**src/rtl/div_arbiter_if.sv**
```systemverilog
// div_arbiter_if: requester, response and divider signals of the shared-divider arbiter
interface div_arbiter_if #(parameter int WIDTH = 32);
  logic [1:0]       req_valid;
  logic [1:0]       req_ready;
  logic [WIDTH-1:0] req_opA0;
  logic [WIDTH-1:0] req_opB0;
  logic [WIDTH-1:0] req_opA1;
  logic [WIDTH-1:0] req_opB1;
  logic [1:0]       rsp_valid;
  logic [1:0]       rsp_ready;
  logic [WIDTH-1:0] rsp_result;
  logic             rsp_exception;
  logic [WIDTH-1:0] div_operandA;
  logic [WIDTH-1:0] div_operandB;
  logic             ctrl_DIV;
  logic [WIDTH-1:0] div_result;
  logic             div_resultRDY;
  modport slave (
    input  req_valid, req_opA0, req_opB0, req_opA1, req_opB1, rsp_ready, div_result, div_resultRDY,
    output req_ready, rsp_valid, rsp_result, rsp_exception, div_operandA, div_operandB, ctrl_DIV
  );
  modport master (
    output req_valid, req_opA0, req_opB0, req_opA1, req_opB1, rsp_ready, div_result, div_resultRDY,
    input  req_ready, rsp_valid, rsp_result, rsp_exception, div_operandA, div_operandB, ctrl_DIV
  );
endinterface

```
**src/rtl/div_arbiter.sv**
```systemverilog
// div_arbiter: round-robin sharing of one iterative divider between two requesters
module div_arbiter #(
  parameter int WIDTH   = 32,
  parameter int TIMEOUT = 40
) (
  input logic          clock,
  input logic          reset,
  div_arbiter_if.slave bus
);
  localparam int CW = $clog2(TIMEOUT + 1);
  typedef enum logic [1:0] {IDLE, ISSUE, WAIT, RESP} state_t;
  state_t           state_q, state_d;
  logic             last_q, last_d, tag_q, tag_d;
  logic [CW-1:0]    cnt_q, cnt_d;
  logic [WIDTH-1:0] opa_q, opa_d, opb_q, opb_d, res_q, res_d;
  logic             exc_q, exc_d;
  logic             grant, accept;
  logic [WIDTH-1:0] sel_a, sel_b;
  assign grant  = bus.req_valid[1] & (~bus.req_valid[0] | ~last_q);
  assign accept = (state_q == IDLE) && |bus.req_valid;
  assign sel_a  = grant ? bus.req_opA1 : bus.req_opA0;
  assign sel_b  = grant ? bus.req_opB1 : bus.req_opB0;
  assign bus.req_ready     = accept ? (grant ? 2'b10 : 2'b01) : 2'b00;
  assign bus.rsp_valid     = (state_q == RESP) ? {tag_q, ~tag_q} : 2'b00;
  assign bus.rsp_result    = res_q;
  assign bus.rsp_exception = exc_q;
  assign bus.div_operandA  = opa_q;
  assign bus.div_operandB  = opb_q;
  assign bus.ctrl_DIV      = state_q == ISSUE;
  always_comb begin
    state_d = state_q;
    last_d  = last_q;
    tag_d   = tag_q;
    cnt_d   = cnt_q;
    opa_d   = opa_q;
    opb_d   = opb_q;
    res_d   = res_q;
    exc_d   = exc_q;
    case (state_q)
      IDLE: if (accept) begin
        opa_d  = sel_a;
        opb_d  = sel_b;
        last_d = grant;
        tag_d  = grant;
        if (sel_b == '0) begin
          res_d   = '0;
          exc_d   = 1'b1;
          state_d = RESP;
        end else state_d = ISSUE;
      end
      ISSUE: begin
        cnt_d   = '0;
        state_d = WAIT;
      end
      // first WAIT cycle (cnt_q==0) blanks the divider's stale RDY
      WAIT: begin
        cnt_d = cnt_q + 1'b1;
        if (cnt_q != '0 && bus.div_resultRDY) begin
          res_d   = bus.div_result;
          exc_d   = 1'b0;
          state_d = RESP;
        end else if (cnt_q == CW'(TIMEOUT - 1)) begin
          res_d   = '0;
          exc_d   = 1'b1;
          state_d = RESP;
        end
      end
      RESP: state_d = bus.rsp_ready[tag_q] ? IDLE : RESP;
      default: state_d = IDLE;
    endcase
  end
  always_ff @(posedge clock) begin
    if (reset) begin
      state_q <= IDLE;
      last_q  <= 1'b1;
      tag_q   <= 1'b0;
      cnt_q   <= '0;
      opa_q   <= '0;
      opb_q   <= '0;
      res_q   <= '0;
      exc_q   <= 1'b0;
    end else begin
      state_q <= state_d;
      last_q  <= last_d;
      tag_q   <= tag_d;
      cnt_q   <= cnt_d;
      opa_q   <= opa_d;
      opb_q   <= opb_d;
      res_q   <= res_d;
      exc_q   <= exc_d;
    end
  end
endmodule

```
**src/flat_wrapper.sv**
```systemverilog
// flat-port wrapper written by rule: the top's interface ports become plain ports
module div_arbiter_flat 
#(
  parameter int WIDTH   = 32,
  parameter int TIMEOUT = 40
)
  (clock, reset, bus_req_valid, bus_req_opA0, bus_req_opB0, bus_req_opA1, bus_req_opB1, bus_rsp_ready, bus_div_result, bus_div_resultRDY, bus_req_ready, bus_rsp_valid, bus_rsp_result, bus_rsp_exception, bus_div_operandA, bus_div_operandB, bus_ctrl_DIV);
  div_arbiter_if #(.WIDTH(WIDTH)) bus_i ();
  input logic clock;
  input logic reset;
  input wire logic [$bits(bus_i.req_valid)-1:0] bus_req_valid;
  input wire logic [$bits(bus_i.req_opA0)-1:0] bus_req_opA0;
  input wire logic [$bits(bus_i.req_opB0)-1:0] bus_req_opB0;
  input wire logic [$bits(bus_i.req_opA1)-1:0] bus_req_opA1;
  input wire logic [$bits(bus_i.req_opB1)-1:0] bus_req_opB1;
  input wire logic [$bits(bus_i.rsp_ready)-1:0] bus_rsp_ready;
  input wire logic [$bits(bus_i.div_result)-1:0] bus_div_result;
  input wire logic [$bits(bus_i.div_resultRDY)-1:0] bus_div_resultRDY;
  output wire logic [$bits(bus_i.req_ready)-1:0] bus_req_ready;
  output wire logic [$bits(bus_i.rsp_valid)-1:0] bus_rsp_valid;
  output wire logic [$bits(bus_i.rsp_result)-1:0] bus_rsp_result;
  output wire logic [$bits(bus_i.rsp_exception)-1:0] bus_rsp_exception;
  output wire logic [$bits(bus_i.div_operandA)-1:0] bus_div_operandA;
  output wire logic [$bits(bus_i.div_operandB)-1:0] bus_div_operandB;
  output wire logic [$bits(bus_i.ctrl_DIV)-1:0] bus_ctrl_DIV;
  assign bus_i.req_valid = bus_req_valid;
  assign bus_i.req_opA0 = bus_req_opA0;
  assign bus_i.req_opB0 = bus_req_opB0;
  assign bus_i.req_opA1 = bus_req_opA1;
  assign bus_i.req_opB1 = bus_req_opB1;
  assign bus_i.rsp_ready = bus_rsp_ready;
  assign bus_i.div_result = bus_div_result;
  assign bus_i.div_resultRDY = bus_div_resultRDY;
  assign bus_req_ready = bus_i.req_ready;
  assign bus_rsp_valid = bus_i.rsp_valid;
  assign bus_rsp_result = bus_i.rsp_result;
  assign bus_rsp_exception = bus_i.rsp_exception;
  assign bus_div_operandA = bus_i.div_operandA;
  assign bus_div_operandB = bus_i.div_operandB;
  assign bus_ctrl_DIV = bus_i.ctrl_DIV;
  div_arbiter #(.WIDTH(WIDTH), .TIMEOUT(TIMEOUT)) u_core (.clock(clock), .reset(reset), .bus(bus_i));
endmodule
```
**config.mk**
```make
export PLATFORM = sky130hd
export DESIGN_NAME = div_arbiter_flat
export DESIGN_NICKNAME = d
export VERILOG_FILES = /design/src/rtl/div_arbiter_if.sv /design/src/rtl/div_arbiter.sv /design/src/flat_wrapper.sv
export SDC_FILE = /design/constraint.sdc
export NUM_CORES = 1
export LEC_CHECK = 0
export BUFFER_PORTS_ARGS = -buffer_cell sky130_fd_sc_hd__buf_2
export CAP_MARGIN = 20
export CORE_MARGIN = 2
export CORE_UTILIZATION = 40
export CTS_BUF_LIST = sky130_fd_sc_hd__clkbuf_16
export CTS_CLUSTER_SIZE = 16
export DETAILED_ROUTE_END_ITERATION = 16
export GPL_TIMING_DRIVEN = 0
export PLACE_DENSITY = 0.76
export SETUP_SLACK_MARGIN = 0.5
export SYNTH_ARGS = -nofsm -noshare
export SYNTH_HDL_FRONTEND = slang
export SYNTH_SLANG_ARGS = --single-unit
export TNS_END_PERCENT = 100
```
**constraint.sdc**
```tcl
create_clock -name clock -period 1.84 [get_ports clock]
set_input_delay 0.184 -clock clock [delete_from_list [all_inputs] [get_ports clock]]
set_output_delay 0.184 -clock clock [all_outputs]
set_load 0.005 [all_outputs]
```
==> flow_metrics.py, run 1 <==
metrics = {
    "floorplanning": {
        "die_y_um": 114,
        "start_util_pct": 40.5,
        "rows": 40,
        "placeableCoreArea_mm2": 0.0119,
        "ios": 269,
        "die_area_mm2": 0.0129,
        "dieWidth_um": 114,
    },
    "synthesis": {
        "synth_mux_area_share_pct": 13.8,
        "synth_area_leaders": "dfxtp_1, mux2i_1, nor2_1",
        "yosys_warnings": 0,
        "syn_area_mm2": 0.00480,
        "synthAdderAreaFrac_pct": 1.56,
        "yosys-top-cells-count": "dfxtp_1, nor2_1, nand2_1",
        "synth_top_area_share_pct": 44.6,
        "avgSynthCellArea_um2": 9.16,
        "yosys.area.top_type": "dfxtp_1",
        "yosys.area_share.simple_pct": 15.7,
        "synthFlopType": "dfxtp_1",
        "synth_top_family_by_area": "compound AO/OA/AOI/OAI gates",
        "synth_edf_count": 0,
        "synth-xor-area-share_pct": 0.730,
        "synth-async-reset-ratio_pct": 0,
        "ys_ff_latch": 107,
        "synth_most_common_cell": "dfxtp_1",
        "synth-compound-area-share_pct": 19.0,
        "syn-num-nets": 697,
        "synthCells": 524,
        "synthDistinctLibCells": 40,
        "ys_seq_area_share_pct": 44.6,
    },
    "power": {
        "p_total_w": 0.0119,
        "power_leakage_nw": 3.65,
        "ir_drop_uv": 756,
        "cellPowerDensity_mw_per_mm2": 1450,
    },
    "sta": {
        "fmax_mhz": 456,
        "min_period_over_period_pct": 119,
        "finClkSkew_ns": 0.00499,
        "setup-violations-final": 59,
        "final_max_slew_viol_count": 0,
        "setup_ws_ns": -0.351,
        "timing.slew.headroom_pct": 52.8,
        "setup_tns_ns": -10.99,
        "finalHoldViolCount": 0,
        "tightest_slew_ns": 0.701,
        "grt_setup_unrepaired": "yes",
        "post-route-min-period_ns": 2.19,
    },
    "cells_and_area": {
        "layout.nets": 1029,
        "final_layout_size_suffix_gt1_share_pct": 53.9,
        "nFillCells": 922,
        "multi_input_area_mm2": 0.00301,
        "regArea_mm2": 0.00215,
        "postLayoutCellArea_mm2": 0.00818,
        "antenna_cells": 0,
        "area_growth_pct": 70.4,
    },
    "critical_path": {
        "crit_path_end_kind": "flop",
        "crit_family": "simple AND/OR/NAND/NOR gates",
        "cp.buffers_inverters": 3,
        "crit_type": "reg -> reg",
        "crit_slowest_cell": "dfxtp_2",
        "cp_max_fo": 9,
        "critPathArrivalTime_ns": 2.46,
        "path_cells": "inv_2 > ha_4 > nor4b_4 > nand4_1 > o22ai_4 > a22oi_2 > nor2_8 > buf_4 > clkbuf_16 > mux2i_1",
        "max_stage_delay_ns": 0.33,
        "cp-start-kind": "flop",
        "cp.required_ns": 2.11,
    },
    "cts": {
        "cts_sinks": 107,
        "insertion_delay_ns": 0.34,
        "numCtsBuffers": 9,
        "tritoncts": "done",
        "max-clock-path-buffers": 2,
        "clock-root-buffer": "clkbuf_16",
        "cts-htree-levels": 3,
        "ctsHoldBuffers": 0,
        "clk_pin_slew_worst_paths_ns": 0.07,
    },
    "grt": {
        "grt_use_total_pct": 24.1,
        "grt_pass1_vias": 4918,
        "overflow": 0,
        "grt_start_max_net_pins": 17,
        "grt_antenna_before_repair": 0,
        "grt_pass1_wl_mm": 24.8,
    },
    "detailed_routing": {
        "first_pass_iters": 4,
        "wirelength_mm": 17.0,
        "drc": 0,
        "ant_nets": 0,
        "drt_iter0_drc": 260,
        "viasPerCell": 5.22,
        "post_drt_wl_per_cell_um": 16.9,
        "num_vias": 5260,
    },
    "run_status": {
        "status": "finished, violations left",
        "failed_checks": "setup timing",
    },
    "placement": {
        "gp_congestion": 0.866,
        "portBuffers": 267,
        "hpwl_mm": 11.4,
        "placed_cell_area_mm2": 0.00637,
    },
    "job": {
        "drv_cap": 0,
    },
    "hold_path": {
        "hold_class": "in -> reg",
    },
}
[registers in the layout, summed over array words and instances, names as in the netlist]
register                  count
u_core.bus.div_operandA      32
u_core.bus.div_operandB      32
u_core.bus.rsp_result        32
u_core.cnt_q                  6
u_core.state_q                2
u_core.bus.rsp_exception      1
u_core.last_q                 1
u_core.tag_q                  1
[metrics by stage]
stage	hold slack (ns)	util, %	setup WS (ns)	cells
after detailed placement	0.438	53.7	-0.443	938
final	0.0888	69.0	-0.351	1008
after global routing	0.0718	69.0	-0.436	1008
after global placement	0.435	53.7	-0.411	938
after floorplan	0.326	-	0.110	524
after CTS	0.0762	63.9	-0.309	980
[logic make-up (layout without fill, tap and decap cells)]
group	count (synthesis)	count (layout)
flops	107	107
mux	66	66
xor+xnor	4	4
compound gates	116	116
buf+inv	49	386
fa+ha+maj	6	6
simple gates	176	176
[layout make-up]
| cell class | count | share of cell area (%) |
|---|---|---|
| Timing Repair Buffer | 321 | 25.0 |
| Buffer | 40 | 5.99 |
| Clock buffer | 9 | 2.75 |
| Clock inverter | 7 | 0.474 |
| Inverter | 9 | 0.566 |
| Sequential cell | 107 | 26.2 |
| Tap cell | 147 | 2.25 |
| Multi-Input combinational cell | 368 | 36.8 |
[what timing repair did]
item / in CTS / in global routing
resized for setup: 144 / 77
gates cloned: 5 / 7
setup endpoints to repair: 111 / 111
pin swaps: 11 / 45
buffers inserted: 21 / 21
[final timing paths]
check                                                end  depth (start not counted)  slack, ns                             startpoint
setup / recovery  u_core.bus.rsp_result[19]$_SDFFE_PP0P_                         10      -0.35         u_core.state_q[0]$_SDFFE_PP0P_
hold / removal    u_core.bus.rsp_result[19]$_SDFFE_PP0P_                          3       0.09                     bus_div_result[19]
hold reg to reg    u_core.bus.rsp_result[4]$_SDFFE_PP0P_                          2       0.46  u_core.bus.rsp_result[4]$_SDFFE_PP0P_
setup reg to reg  u_core.bus.rsp_result[19]$_SDFFE_PP0P_                         10      -0.35         u_core.state_q[0]$_SDFFE_PP0P_
[power breakdown]
part           internal (W)  total [W]  switching, W  leakage, nW
Clock              0.000903    0.00175      0.000851        0.133
Combinational       0.00399    0.00697       0.00298         2.64
Sequential          0.00283    0.00318      0.000346        0.877
[per-layer routing]
layer | wire length (µm) | track usage [%]
met1 | 7050 | 29.5
met2 | 8670 | 43.1
met3 | 887 | 4.30
met4 | 381 | 7.80
met5 | 0 | 0
[tightest hold or removal path: stages]
cell and delay [ns]:
buf_2 0.09, nand2_1 0.04, mux2i_1 0.06
[cells in the final DEF, fill, tap and decap left out, types with 4 or more instances in the layout]
cell	netlist	layout
buf_2	4	265
dfxtp_1	107	104
nand2_1	67	66
nor2_1	79	64
mux2i_1	66	57
a2bb2oi_2	0	32
a22oi_1	32	30
buf_6	3	26
clkbuf_16	0	20
a211oi_2	0	20
buf_8	0	16
buf_4	3	15
a211oi_1	34	14
clkbuf_1	30	13
nor4_1	13	13
nor2_2	0	11
inv_1	7	8
buf_12	0	7
nand4_1	6	6
mux2i_2	0	5
nor2_4	0	4
mux2i_4	0	4
Note: power is estimated with default switching activity, not from simulation.
==> run 2: changes to the inputs <==
CORE_UTILIZATION = 45   (was 40)
PLACE_DENSITY = 0.81   (was 0.76)
clock period = 2.42 ns   (was 1.84 ns; I/O delays follow)
==> run 2 against run 1 <==
Net effect:
- the run now ends clean
- register-to-register slack improved by 0.66 ns
- total power fell by 43%
- maximum frequency increased by 3.7%
- sequential power fell by 25%
- final cell count fell by 4.4%
- final area down 15%
- global-route usage rose by 2.4 points
- clock power is 17% lower
- via count decreased by 0.40%
- highest routed layer unchanged
==> flow_metrics.py, run 2 (synthesis results as in run 1) <==
metrics = {
    "sta": {
        "setup-violations-final": 0,
        "grt_setup_unrepaired": "yes",
        "fmax_mhz": 473,
        "timing.slew.headroom_pct": 63.7,
        "min_period_over_period_pct": 87.3,
        "final_max_slew_viol_count": 0,
        "post-route-min-period_ns": 2.11,
        "finalHoldViolCount": 0,
        "tightest_slew_ns": 0.545,
        "finClkSkew_ns": 0.00923,
    },
    "placement": {
        "gp_congestion": 0.899,
        "dp.cells": 927,
        "hpwl_mm": 12.3,
        "portBuffers": 267,
    },
    "floorplanning": {
        "dieWidth_um": 107,
        "die_y_um": 107,
        "ios": 269,
        "start_util_pct": 46.5,
        "placeableCoreArea_mm2": 0.0103,
        "rows": 37,
        "die_area_mm2": 0.0115,
    },
    "detailed_routing": {
        "drt_iter0_drc": 308,
        "drc": 0,
        "viasPerCell": 5.43,
        "post_drt_wl_per_cell_um": 16.5,
        "ant_nets": 0,
        "num_vias": 5239,
        "first_pass_iters": 6,
        "wirelength_mm": 15.9,
    },
    "hold_path": {
        "hp-start": "bus_div_result[16]",
        "holdPathStages": 3,
        "hold_class": "in -> reg",
        "hold_end": "u_core.bus.rsp_result[16]$_SDFFE_PP0P_",
    },
    "critical_path": {
        "crit_type": "reg -> reg",
        "r2r-end": "u_core.bus.rsp_result[24]$_SDFFE_PP0P_",
        "crit_slowest_cell": "dfxtp_2",
        "reg2reg_slack_ns": 0.31,
        "r2r_cells": 10,
        "r2r-start": "u_core.state_q[0]$_SDFFE_PP0P_",
        "cp_max_fo": 7,
        "cp-start-kind": "flop",
        "critPathArrivalTime_ns": 2.39,
        "path_cells": "inv_2 > ha_4 > nor4b_4 > nand4_1 > o22ai_2 > a22oi_2 > nor2_8 > buf_6 > buf_16 > mux2i_1",
        "cp.required_ns": 2.70,
        "max_stage_delay_ns": 0.33,
        "crit_path_end_kind": "flop",
    },
    "cts": {
        "numCtsBuffers": 9,
        "cts_sinks": 107,
        "clk_pin_slew_worst_paths_ns": 0.07,
        "ctsHoldBuffers": 0,
        "max-clock-path-buffers": 2,
        "cts-htree-levels": 3,
        "insertion_delay_ns": 0.34,
        "clock-root-buffer": "clkbuf_16",
        "tritoncts": "done",
    },
    "power": {
        "sw_frac_of_total_pct": 35.6,
        "pwr-share-clk_pct": 21.5,
        "comb_power_share_pct": 43.6,
        "p_sw_w": 0.00242,
        "power.share.sequential_pct": 34.9,
        "power_leakage_nw": 3.23,
        "ir_drop_uv": 523,
        "p_int_w": 0.00438,
        "p_total_w": 0.00680,
        "cellPowerDensity_mw_per_mm2": 982,
    },
    "cells_and_area": {
        "layout_commonest_cell": "buf_2",
        "final_layout_size_suffix_gt1_share_pct": 40.6,
        "final_util_pct": 67.1,
        "final_cell_count_no_fill": 964,
        "area_growth_pct": 44.2,
        "final_cell_mix": "buf_2, dfxtp_1, nor2_1",
        "layout.nets": 995,
    },
    "grt": {
        "overflow": 0,
        "grt_antenna_before_repair": 1,
        "grt_start_max_net_pins": 18,
        "grt_pass1_vias": 5210,
        "grt_use_total_pct": 26.5,
        "grt_pass1_wl_mm": 24.6,
    },
    "run_status": {
        "status": "complete, no violations",
    },
    "job": {
        "drv_cap": 0,
    },
}
-- run 2: through the flow --
step	setup slack, ns	hold slack [ns]	setup TNS, ns	area, µm²
finish	0.308	0.143	0	6930
global route	0.195	0.140	0	6930
global placement	0.0285	0.440	0	6310
detailed placement	-0.0605	0.446	-0.723	6310
CTS	0.306	0.132	0	6850
floorplan	0.574	0.384	0	4800
-- run 2: metal layers --
layer | share of wire [%] | global-route usage, % | up-vias
li1 | - | - | 2495
met1 | 39 | 30.4 | 2449
met2 | 50 | 48.0 | 262
met3 | 7.9 | 4.96 | 33
met4 | 2.5 | 11.4 | 0
met5 | 0 | 0 | -
-- run 2: worst max-delay path by stage --
| stage | endpoint | start | slack [ns] |
|---|---|---|---|
| 2_1_floorplan | u_core.bus.rsp_result[0]$_SDFFE_PP0P_ | u_core.state_q[0]$_SDFFE_PP0P_ | 0.57 |
| 3_5_place_dp | u_core.bus.rsp_result[13]$_SDFFE_PP0P_ | u_core.state_q[0]$_SDFFE_PP0P_ | -0.06 |
| 5_1_grt | u_core.bus.rsp_result[15]$_SDFFE_PP0P_ | u_core.state_q[0]$_SDFFE_PP0P_ | 0.19 |
| 4_1_cts | u_core.bus.rsp_result[23]$_SDFFE_PP0P_ | u_core.state_q[1]$_SDFFE_PP0P_ | 0.31 |
| 6_report | u_core.bus.rsp_result[24]$_SDFFE_PP0P_ | u_core.state_q[0]$_SDFFE_PP0P_ | 0.31 |
| 3_3_place_gp | u_core.bus.rsp_result[3]$_SDFFE_PP0P_ | u_core.state_q[0]$_SDFFE_PP0P_ | 0.03 |
-- run 2: critical path: cells and delay by family (launching register included) --
family / cells / cell delay (ns)
flops: 1 / 0.33
compound gates: 2 / 0.43
fa+ha+maj: 1 / 0.14
simple gates: 3 / 0.64
mux: 1 / 0.16
buf+inv: 3 / 0.34
-- run 2: power groups by stage --
stage	sequential [W]	clock [W]	combinational (W)
after global placement	0.00238	0	0.00244
after floorplan	0.00240	0	0.00156
after global routing	0.00240	0.00154	0.00322
after detailed placement	0.00240	0	0.00251
final	0.00238	0.00146	0.00296
after CTS	0.00237	0.00148	0.00284
-- run 2: cell type report --
class / instances / area, µm²
clock inverters: 7 / 68.8
repair buffers: 286 / 1550
inverters: 9 / 33.8
fillers: 868 / 3400
plain buffers: 40 / 229
clock buffers: 9 / 225
multi-input cells: 369 / 2500
well taps: 136 / 170
diodes: 1 / 2.50
flip-flops and latches: 107 / 2140
-- run 2: repair_timing --
action	CTS	global route
buffers inserted	13	4
setup endpoints to repair	68	87
resized for setup	24	20
pin swaps	6	8
cloned	2	1
==> run 3: changes to the inputs <==
PLACE_DENSITY = unset   (was 0.81)
PLACE_DENSITY_LB_ADDON = 0.08   (was unset)
REMOVE_ABC_BUFFERS = 1   (was unset)
==> run 3 against run 2 <==
Net effect:
- clock skew up 0.00081 ns
- non-clock buffer count down 24
- combinational power up 2%
- setup slack better by 0.092 ns
- via count down 5.5%
- final cell count down 2.5%
- worst hold slack worse by 0.0050 ns
- sequential power about the same
- critical path depth down 1
- routed wire length down 6.9%
- flip-flop and latch count unchanged
- critical endpoint is now u_core.bus.rsp_result[26]$_SDFFE_PP0P_
==> flow_metrics.py, run 3 (synthesis results as in run 1) <==
metrics = {
    "run_status": {
        "status": "complete, no violations",
    },
    "critical_path": {
        "r2r-start": "u_core.state_q[0]$_SDFFE_PP0P_",
        "path_cells": "inv_2 > ha_4 > nor4b_4 > nand4_1 > o22ai_2 > a22oi_2 > nor2_8 > buf_12 > mux2i_2",
        "critPathCapture": "u_core.bus.rsp_result[26]$_SDFFE_PP0P_",
        "critPathArrivalTime_ns": 2.29,
        "max_stage_delay_ns": 0.33,
        "cp.required_ns": 2.69,
        "cp-startpoint": "u_core.state_q[0]$_SDFFE_PP0P_",
        "crit_cells": 9,
        "crit_path_end_kind": "flop",
        "crit_type": "reg -> reg",
        "r2r_cells": 9,
        "reg2reg_slack_ns": 0.40,
        "cp.buffers_inverters": 2,
        "cp_max_fo": 8,
        "crit_slowest_cell": "dfxtp_2",
        "crit_family": "simple AND/OR/NAND/NOR gates",
        "cp-start-kind": "flop",
        "r2r-end": "u_core.bus.rsp_result[26]$_SDFFE_PP0P_",
    },
    "grt": {
        "grt_start_max_net_pins": 50,
        "grt_pass1_vias": 4700,
        "grt_antenna_before_repair": 1,
        "grt_use_total_pct": 24.4,
        "overflow": 0,
        "grt_pass1_wl_mm": 22.4,
    },
    "sta": {
        "finClkSkew_ns": 0.0100,
        "final_max_slew_viol_count": 0,
        "tightest_slew_ns": 0.593,
        "setup-violations-final": 0,
        "min_period_over_period_pct": 83.5,
        "post-route-min-period_ns": 2.02,
        "timing.slew.headroom_pct": 60.5,
        "setup_ws_ns": 0.400,
        "finalHoldViolCount": 0,
        "grt_setup_unrepaired": "yes",
        "fmax_mhz": 495,
    },
    "power": {
        "sw_frac_of_total_pct": 35.6,
        "comb_power_share_pct": 44.9,
        "ir_drop_uv": 589,
        "p_int_w": 0.00432,
        "power_leakage_nw": 3.22,
        "pwr-share-clk_pct": 20.1,
        "p_sw_w": 0.00239,
        "power.share.sequential_pct": 35.0,
        "cellPowerDensity_mw_per_mm2": 968,
    },
    "detailed_routing": {
        "num_vias": 4953,
        "drc": 0,
        "first_pass_iters": 4,
        "drt_iter0_drc": 229,
        "post_drt_wl_per_cell_um": 15.8,
        "wirelength_mm": 14.8,
        "ant_nets": 0,
        "viasPerCell": 5.27,
    },
    "floorplanning": {
        "placeableCoreArea_mm2": 0.0103,
        "dieWidth_um": 107,
        "start_util_pct": 46.5,
        "rows": 37,
        "die_area_mm2": 0.0115,
        "ios": 269,
        "die_y_um": 107,
    },
    "cts": {
        "max-clock-path-buffers": 2,
        "numCtsBuffers": 9,
        "ctsHoldBuffers": 0,
        "clock-root-buffer": "clkbuf_16",
        "clk_pin_slew_worst_paths_ns": 0.07,
        "tritoncts": "done",
        "insertion_delay_ns": 0.34,
        "cts-htree-levels": 3,
        "cts_sinks": 107,
    },
    "placement": {
        "dp.cells": 896,
        "place_ws_ns": -0.303,
        "hpwl_mm": 10.4,
        "portBuffers": 268,
        "gp_congestion": 0.831,
    },
    "cells_and_area": {
        "final_cell_count_no_fill": 940,
        "layout.nets": 971,
        "area_growth_pct": 44.2,
        "final_cell_mix": "buf_2, dfxtp_1, nor2_1",
        "layout_commonest_cell": "buf_2",
        "final_layout_size_suffix_gt1_share_pct": 41.6,
    },
    "hold_path": {
        "hold_class": "in -> reg",
    },
    "job": {
        "drv_cap": 0,
    },
}
run 3: layout make-up:
cell class / instances / area, µm²
fill: 863 / 3400
clock buffer: 9 / 225
clock inverter: 7 / 43.8
multi-input combinational: 369 / 2500
sequential: 107 / 2150
antenna: 1 / 2.50
tap: 136 / 170
timing repair buffer: 302 / 1790
inverter: 9 / 42.5
run 3: worst reg2reg max path: stages, from the launching register on:
cell and delay [ns]:
dfxtp_2 0.33, inv_2 0.07, ha_4 0.15, nor4b_4 0.21
nand4_1 0.16, o22ai_2 0.26, a22oi_2 0.19, nor2_8 0.20
buf_12 0.16, mux2i_2 0.22
run 3: repair_timing:
item | 4_1_cts | 5_1_grt
pin swaps | 6 | 5
gates cloned | 2 | 3
gates resized for setup | 14 | 3
endpoints found under the setup margin | 73 | 58
setup buffers | 17 | 5
run 3: metal layers:
| metal | share of wire (%) | track usage, % | vias up |
|---|---|---|---|
| li1 | - | - | 2444 |
| met1 | 41 | 28.6 | 2296 |
| met2 | 50 | 43.6 | 188 |
| met3 | 6.9 | 5.39 | 25 |
| met4 | 2.4 | 8.81 | 0 |
| met5 | 0 | 0 | - |
run 3: through the flow:
stage                     TNS (ns)  utilization, %  instance area [µm²]  power, W  hold WS [ns]
after floorplan             -96.81               -                 4610   0.00389         0.314
after global placement     -189.38            59.3                 6120   0.00474         0.439
after detailed placement     -9.05            61.0                 6290   0.00493         0.446
after CTS                        0            65.8                 6800   0.00651         0.132
after global routing             0            67.1                 6920   0.00712         0.139
final                            0            67.1                 6920   0.00671         0.138
run 3: power groups by stage:
| stage | Clock (W) | Combinational (W) | Sequential (W) |
|---|---|---|---|
| CTS | 0.00137 | 0.00280 | 0.00234 |
| global placement | 0 | 0.00238 | 0.00235 |
| detailed placement | 0 | 0.00256 | 0.00238 |
| finish | 0.00135 | 0.00301 | 0.00235 |
| floorplan | 0 | 0.00149 | 0.00241 |
| global route | 0.00145 | 0.00328 | 0.00240 |
run 3: worst min path at each step:
| stage | startpoint | end | slack [ns] | cells past startpoint |
|---|---|---|---|---|
| after detailed placement | u_core.bus.rsp_result[0]$_SDFFE_PP0P_ | u_core.bus.rsp_result[0]$_SDFFE_PP0P_ | 0.45 | 2 |
| final | bus_div_result[4] | u_core.bus.rsp_result[4]$_SDFFE_PP0P_ | 0.14 | 3 |
| after global placement | u_core.bus.rsp_result[0]$_SDFFE_PP0P_ | u_core.bus.rsp_result[0]$_SDFFE_PP0P_ | 0.44 | 2 |
| after global routing | bus_div_result[1] | u_core.bus.rsp_result[1]$_SDFFE_PP0P_ | 0.14 | 3 |
| after CTS | bus_div_result[4] | u_core.bus.rsp_result[4]$_SDFFE_PP0P_ | 0.13 | 3 |
| after floorplan | reset | u_core.bus.div_operandA[0]$_SDFFE_PP0P_ | 0.31 | 1 |
